### config.mk
export PLATFORM = sky130hd
export DESIGN_NAME = code_entry_flat
export DESIGN_NICKNAME = d
export VERILOG_FILES = /design/src/rtl/code_entry_if.sv /design/src/rtl/code_entry.sv /design/src/flat_wrapper.sv
export SDC_FILE = /design/constraint.sdc
export NUM_CORES = 1
export LEC_CHECK = 0
export ABC_AREA = 1
export ABC_CLOCK_PERIOD_IN_PS = 1240
export BUFFER_PORTS_ARGS = -buffer_cell sky130_fd_sc_hd__buf_4
export CORE_MARGIN = 5
export CORE_UTILIZATION = 47
export CTS_CLUSTER_SIZE = 12
export DETAILED_ROUTE_END_ITERATION = 10
export PLACE_DENSITY = 0.73
export SLEW_MARGIN = 10
export SYNTH_ARGS = -nofsm -noshare
export SYNTH_HDL_FRONTEND = slang
export SYNTH_SLANG_ARGS = --single-unit
export TNS_END_PERCENT = 50
### constraint.sdc
create_clock -name clk -period 1.24 [get_ports clk]
set_input_delay 0.372 -clock clk [delete_from_list [all_inputs] [get_ports clk]]
set_output_delay 0.372 -clock clk [all_outputs]
set_load 0.02 [all_outputs]
### src/rtl/code_entry_if.sv
// Code hand-off bundle between code_entry (master) and the checker (slave).
// Carries the packed digits, the valid/ack handshake and the set/attempt tag.
interface code_entry_if #(
  parameter int DIGITS = 4
);
  logic [2*DIGITS-1:0] code;
  logic                code_valid;
  logic                code_is_set;
  logic                code_ack;

  modport master (
    output code,
    output code_valid,
    output code_is_set,
    input  code_ack
  );

  modport slave (
    input  code,
    input  code_valid,
    input  code_is_set,
    output code_ack
  );
endinterface

### src/rtl/code_entry.sv
// Push-button digit entry: synchronize/debounce key, collect DIGITS 2-bit digits, present via valid/ack.
// Optional inactivity timeout on partial entries when CODE_ENTRY_TIMEOUT_EN is defined.
//
// state   | meaning
// COLLECT | accepting digits, digit_count < DIGITS
// PRESENT | full code presented, waiting for code_ack
module code_entry #(
  parameter int DIGITS          = 4,
  parameter int DEBOUNCE_CYCLES = 16,
  parameter int TIMEOUT_CYCLES  = 1000000
) (
  input  logic                         clk,
  input  logic                         reset,
  input  logic                         key_i,
  input  logic [1:0]                   bits_i,
  input  logic                         mode_set_i,
  input  logic                         clear_i,
  code_entry_if.master                 code_if,
  output logic [$clog2(DIGITS+1)-1:0]  digit_count_o,
  output logic                         digit_stb_o,
  output logic                         timeout_o
);

  localparam int CW  = $clog2(DIGITS + 1);
  localparam int DBW = $clog2(DEBOUNCE_CYCLES);

  typedef enum logic {COLLECT = 1'b0, PRESENT = 1'b1} state_t;

  state_t              state_q, state_d;
  logic [2*DIGITS-1:0] code_q, code_d;
  logic [CW-1:0]       count_q, count_d;
  logic                is_set_q, is_set_d;
  logic                stb_q, stb_d;

  logic                key_meta_q, key_s_q;
  logic                key_db_q, key_db_d;
  logic                key_db_prev_q;
  logic [DBW-1:0]      db_cnt_q, db_cnt_d;
  logic                press;
  logic                accept;

  // Debouncer: key_db follows key_s only after it has differed for DEBOUNCE_CYCLES cycles
  always_comb begin
    key_db_d = key_db_q;
    db_cnt_d = '0;
    if (key_s_q != key_db_q) begin
      if (db_cnt_q == DBW'(DEBOUNCE_CYCLES - 1)) begin
        key_db_d = key_s_q;
      end else begin
        db_cnt_d = db_cnt_q + 1'b1;
      end
    end
  end

  assign press  = key_db_q & ~key_db_prev_q;
  assign accept = (state_q == COLLECT) && press && !clear_i && (count_q < CW'(DIGITS));

  always_ff @(posedge clk or posedge reset) begin
    if (reset) begin
      key_meta_q    <= 1'b0;
      key_s_q       <= 1'b0;
      key_db_q      <= 1'b0;
      key_db_prev_q <= 1'b0;
      db_cnt_q      <= '0;
    end else begin
      key_meta_q    <= key_i;
      key_s_q       <= key_meta_q;
      key_db_q      <= key_db_d;
      key_db_prev_q <= key_db_q;
      db_cnt_q      <= db_cnt_d;
    end
  end

`ifdef CODE_ENTRY_TIMEOUT_EN
  localparam int TW = $clog2(TIMEOUT_CYCLES + 1);

  logic [TW-1:0] timer_q, timer_d;
  logic          timeout_q;
  logic          expire;

  assign expire = (state_q == COLLECT) && !clear_i && !accept && (count_q != '0)
                  && (timer_q == TW'(TIMEOUT_CYCLES - 1));

  always_comb begin
    timer_d = '0;
    if ((state_q == COLLECT) && !clear_i && !accept && !expire && (count_q != '0)) begin
      timer_d = timer_q + 1'b1;
    end
  end

  always_ff @(posedge clk or posedge reset) begin
    if (reset) begin
      timer_q   <= '0;
      timeout_q <= 1'b0;
    end else begin
      timer_q   <= timer_d;
      timeout_q <= expire;
    end
  end

  assign timeout_o = timeout_q;
`else
  logic expire;

  assign expire    = 1'b0;
  assign timeout_o = 1'b0;
`endif

  always_comb begin
    state_d  = state_q;
    code_d   = code_q;
    count_d  = count_q;
    is_set_d = is_set_q;
    stb_d    = 1'b0;
    if (clear_i) begin
      code_d  = '0;
      count_d = '0;
      state_d = COLLECT;
    end else begin
      unique case (state_q)
        COLLECT: begin
          if (accept) begin
            for (int i = 0; i < DIGITS; i++) begin
              if (count_q == CW'(i)) code_d[2*i +: 2] = bits_i;
            end
            count_d = count_q + 1'b1;
            stb_d   = 1'b1;
            if (count_q == CW'(DIGITS - 1)) begin
              state_d  = PRESENT;
              is_set_d = mode_set_i;
            end
          end else if (expire) begin
            code_d  = '0;
            count_d = '0;
          end
        end
        PRESENT: begin
          // A press landing with the ack is dropped, not carried into the next code
          if (code_if.code_ack) begin
            code_d  = '0;
            count_d = '0;
            state_d = COLLECT;
          end
        end
        default: state_d = COLLECT;
      endcase
    end
  end

  always_ff @(posedge clk or posedge reset) begin
    if (reset) begin
      state_q  <= COLLECT;
      code_q   <= '0;
      count_q  <= '0;
      is_set_q <= 1'b0;
      stb_q    <= 1'b0;
    end else begin
      state_q  <= state_d;
      code_q   <= code_d;
      count_q  <= count_d;
      is_set_q <= is_set_d;
      stb_q    <= stb_d;
    end
  end

  assign code_if.code        = code_q;
  assign code_if.code_valid  = (state_q == PRESENT);
  assign code_if.code_is_set = is_set_q;
  assign digit_count_o       = count_q;
  assign digit_stb_o         = stb_q;

endmodule

### src/flat_wrapper.sv
// flat-port wrapper written by rule: the top's interface ports become plain ports
module code_entry_flat 
#(
  parameter int DIGITS          = 4,
  parameter int DEBOUNCE_CYCLES = 16,
  parameter int TIMEOUT_CYCLES  = 1000000
)
  (clk, reset, key_i, bits_i, mode_set_i, clear_i, digit_count_o, digit_stb_o, timeout_o, code_if_code, code_if_code_valid, code_if_code_is_set, code_if_code_ack);
  code_entry_if #(.DIGITS(DIGITS)) code_if_i ();
  input  logic clk;
  input  logic reset;
  input  logic key_i;
  input  logic [1:0] bits_i;
  input  logic mode_set_i;
  input  logic clear_i;
  output logic [$clog2(DIGITS+1)-1:0] digit_count_o;
  output logic digit_stb_o;
  output logic timeout_o;
  output wire logic [$bits(code_if_i.code)-1:0] code_if_code;
  output wire logic [$bits(code_if_i.code_valid)-1:0] code_if_code_valid;
  output wire logic [$bits(code_if_i.code_is_set)-1:0] code_if_code_is_set;
  input wire logic [$bits(code_if_i.code_ack)-1:0] code_if_code_ack;
  assign code_if_code = code_if_i.code;
  assign code_if_code_valid = code_if_i.code_valid;
  assign code_if_code_is_set = code_if_i.code_is_set;
  assign code_if_i.code_ack = code_if_code_ack;
  code_entry #(.DIGITS(DIGITS), .DEBOUNCE_CYCLES(DEBOUNCE_CYCLES), .TIMEOUT_CYCLES(TIMEOUT_CYCLES)) u_core (.clk(clk), .reset(reset), .key_i(key_i), .bits_i(bits_i), .mode_set_i(mode_set_i), .clear_i(clear_i), .code_if(code_if_i), .digit_count_o(digit_count_o), .digit_stb_o(digit_stb_o), .timeout_o(timeout_o));
endmodule
==> impl_metrics.csv <==
group,metric,value,unit
global_routing,grt_pass1_vias,847,
logic_synthesis,ys_types,21,
worst_setup_path,path_cells,"ha_2 -> ha_4 -> nor2_2 -> nand2_2 -> nand3_2 -> nand2_1 -> nand2_1",
clock_network,htree_levels,1,
floorplan,design.die.area,3330,sq um
placement,routabilityCongestion,0.848,
global_routing,overflow,0,
worst_setup_path,crit_arrival,1.56,ns
layout,drive_gt1_share,43.8,%
worst_setup_path,endpoint,"u_core.code_if.code[6]",
logic_synthesis,yosys_warnings,0,
sta,setup-violations-final,12,
worst_setup_path,regToRegStartpoint,"u_core.digit_count_o[1]",
worst_setup_path,crit_family,"flip-flops",
clock_network,cts_inserted_buffers,3,
layout,areaGrowthSynthToFinish,49.9,%
worst_setup_path,crit_path_frequent_cell,"nand2_1",
global_routing,grt_max_degree,23,
clock_network,cts_tree,"done",
run_status,status,"finished with violations",
sta,rsz0062_at_grt,"true",
logic_synthesis,yosysTopAreaCell,"dfrtp_1",
drt,vias,897,
worst_hold_path,hold_class,"in -> async",
worst_setup_path,rrSetupSlack,-0.05,ns
logic_synthesis,postSynthCellCount,119,
logic_synthesis,syn_area,1070,sq um
worst_setup_path,cp.required,1.50,ns
drt,routed_wirelength,2.51,mm
floorplan,fp.dieW,57.7,microns
power,cellPowerDensity,992,nW/um^2
sta,drv_slew,0,
placement,placed_cell_area,1270,sq um
drt,avgRoutedWirePerCell,13.8,microns
drt,firstDrtPassIters,4,
floorplan,dieHeight,57.7,microns
worst_setup_path,max_stage_delay,0.45,ns
worst_setup_path,cp-start-kind,"flip-flop",
floorplan,initial_utilization,48.8,%
worst_setup_path,rr_worst_depth,7,
worst_setup_path,crit_cells,7,
layout,fin_nets,168,
layout,stdcell_area,1600,sq um
layout,multiInputGateArea,552,sq um
drt,ant_nets,0,
global_routing,grt_pass1_wl,3.72,mm
worst_setup_path,critPathMaxFanout,3,
clock_network,cts_sinks,22,
layout,seq_area,553,sq um
sta,clock_skew,0.00192,ns
drt,drc_errors,0,
clock_network,clk_latency,0.32,ns
layout,fin_util,73.2,%
logic_synthesis,yosys.area.top_type_share,51.5,%
floorplan,core,2190,sq um
sta,setup_slack,-0.0546,ns
clock_network,clk_pin_slew,0.12,ns
global_routing,antenna_found_initial,0,
worst_setup_path,critPathLaunch,"u_core.digit_count_o[1]",
worst_setup_path,end_kind,"flip-flop",
floorplan,row_count,17,
placement,io_buffers,21,
run_status,violations,"negative setup slack",
worst_setup_path,worst-setup-path-type,"reg -> reg",
worst_setup_path,path_buf_inv,0,
drt,via_per_inst,4.96,
layout,diodes,0,
drt,first_iter_violations,14,
power,p_leak,0.811,nW
worst_setup_path,reg2reg_to,"u_core.code_if.code[6]",
logic_synthesis,synthesis.nets,133,
sta,min_period_over_period,104,%
power,ir_drop,0.000745,V
logic_synthesis,yosysSeqAreaShare,51.5,%
sta,fin_crit,1.29,ns
worst_setup_path,crit_slowest_cell,"dfrtp_2",
sta,finalSetupTns,-0.295,ns
logic_synthesis,syn_avg_cell_area,8.99,sq um
layout,fillers,152,
floorplan,pin_count,23,
global_routing,grtUsageTotal,14.7,%
logic_synthesis,synth_area_leaders,"dfrtp_1 (51%), nand2_1 (12%), ha_1 (7.0%)",
sta,fmax,772,MHz
clock_network,cts_root_buffer,"clkbuf_4",
sta,finalHoldViolCount,0,
clock_network,clockBufferDepth,2,
logic_synthesis,ys_seq_elements,22,
run,drv_cap,0,
placement,dp_hpwl,1.50,mm
[sequential cells by signal (all words and copies together), names as in the netlist]
name and count:
u_core.digit_count_o 3, u_core.code_if.code_is_set 1, u_core.db_cnt_q 4, u_core.key_s_q 1, u_core.code_if.code_valid 1, u_core.key_db_q 1
u_core.digit_stb_o 1, u_core.code_if.code 8, u_core.key_db_prev_q 1, u_core.key_meta_q 1
[how the worst min path moves through the flow]
stage / cells past startpoint / startpoint / slack, ns / end
6_report: 3 / reset / 0.08 / u_core.db_cnt_q[3]
3_3_place_gp: 0 / u_core.key_meta_q / 0.33 / u_core.key_s_q
4_1_cts: 3 / reset / 0.07 / u_core.db_cnt_q[3]
5_1_grt: 3 / reset / 0.1 / u_core.db_cnt_q[3]
2_1_floorplan: 0 / u_core.key_meta_q / 0.33 / u_core.key_s_q
3_5_place_dp: 0 / u_core.key_meta_q / 0.34 / u_core.key_s_q
[tightest hold or removal path: stages]
cell and delay (ns):
buf_4 0.11, inv_1 0.04, buf_4 0.28
[report_power, final]
part	leakage (nW)	switching [mW]	internal (mW)
sequential	0.290	0.0270	0.754
combinational	0.494	0.132	0.122
clock	0.0279	0.229	0.327
[final cells by class]
class | instances | area share [%]
timing repair buffer | 33 | 21.8
tap | 28 | 2.18
inverter | 14 | 3.90
clock buffer | 3 | 1.40
clock inverter | 1 | 1.87
sequential | 22 | 34.5
multi-input combinational | 80 | 34.4
[cells by family (layout without fill, tap and decap cells)]
group,Yosys count,after routing,share of synthesized area (%)
AO/OA/AOI/OAI,5,5,2.34
XOR/XNOR,2,2,1.64
adder cells (fa/ha/maj),6,6,7.02
buffers and inverters,17,51,7.72
flip-flops,22,22,51.5
other,1,1,0.351
AND/OR/NAND/NOR,66,66,29.5
[synth_stat cells]
| master | count |
|---|---|
| xor2_1 | 1 |
| nand2b_1 | 1 |
| buf_4 | 1 |
| conb_1 | 1 |
| clkinv_1 | 1 |
| dfrtp_1 | 22 |
| buf_6 | 2 |
| nand2_4 | 1 |
| nor2_4 | 1 |
| inv_2 | 2 |
| nand3_1 | 6 |
| inv_1 | 11 |
| xnor2_1 | 1 |
| nand4_1 | 9 |
| nor2_1 | 9 |
| nand2_1 | 35 |
| o21ai_0 | 3 |
| a21oi_1 | 2 |
| nand3_2 | 3 |
| ha_1 | 6 |
| nor3_1 | 1 |
[metrics by stage]
| stage | setup WS (ns) | hold slack, ns | total power, mW | cells |
|---|---|---|---|---|
| after floorplan | 0.0173 | 0.331 | 0.904 | 119 |
| after global placement | 0.0376 | 0.333 | 0.976 | 167 |
| final | -0.0546 | 0.0811 | 1.59 | 181 |
| after detailed placement | -0.0160 | 0.344 | 0.983 | 167 |
| after global routing | -0.126 | 0.0980 | 1.66 | 181 |
| after CTS | -0.0493 | 0.0734 | 1.56 | 176 |
[cells in the final DEF (no fill, tap or decap)]
| master | Yosys | final |
|---|---|---|
| dfrtp_2 | 0 | 2 |
| nand3_4 | 0 | 3 |
| nand2_4 | 1 | 1 |
| o21ai_1 | 0 | 2 |
| nor2_4 | 1 | 1 |
| conb_1 | 1 | 1 |
| bufinv_16 | 0 | 1 |
| inv_2 | 2 | 3 |
| xnor2_1 | 1 | 1 |
| nand3_1 | 6 | 3 |
| clkbuf_4 | 0 | 3 |
| ha_1 | 6 | 1 |
| dfrtp_1 | 22 | 20 |
| nand2b_1 | 1 | 1 |
| xor2_1 | 1 | 1 |
| a21oi_1 | 2 | 2 |
| ha_2 | 0 | 1 |
| nand2_1 | 35 | 26 |
| nor2_2 | 0 | 1 |
| nand3_2 | 3 | 3 |
| nand4_1 | 9 | 9 |
| nand2_2 | 0 | 9 |
| buf_12 | 0 | 3 |
| buf_4 | 1 | 13 |
| buf_6 | 2 | 17 |
| nor3_1 | 1 | 1 |
| ha_4 | 0 | 4 |
| nor2_1 | 9 | 8 |
| inv_1 | 11 | 9 |
| o21ai_0 | 3 | 1 |
| inv_6 | 0 | 2 |
[metal layers]
layer | up-vias | track usage [%] | wire, microns
met5 | - | 0 | 0
met4 | 0 | 8.94 | 125
met3 | 9 | 4.23 | 122
met2 | 22 | 23.5 | 1230
met1 | 414 | 17.4 | 1030
li1 | 452 | - | -
[repair_timing]
item	in CTS	in global routing
gates cloned	0	0
endpoints found under the setup margin	15	26
pin swaps	2	17
resized for setup	13	36
buffers inserted	5	5
hold buffers	0	0
Note: power is estimated with default switching activity, not from simulation.
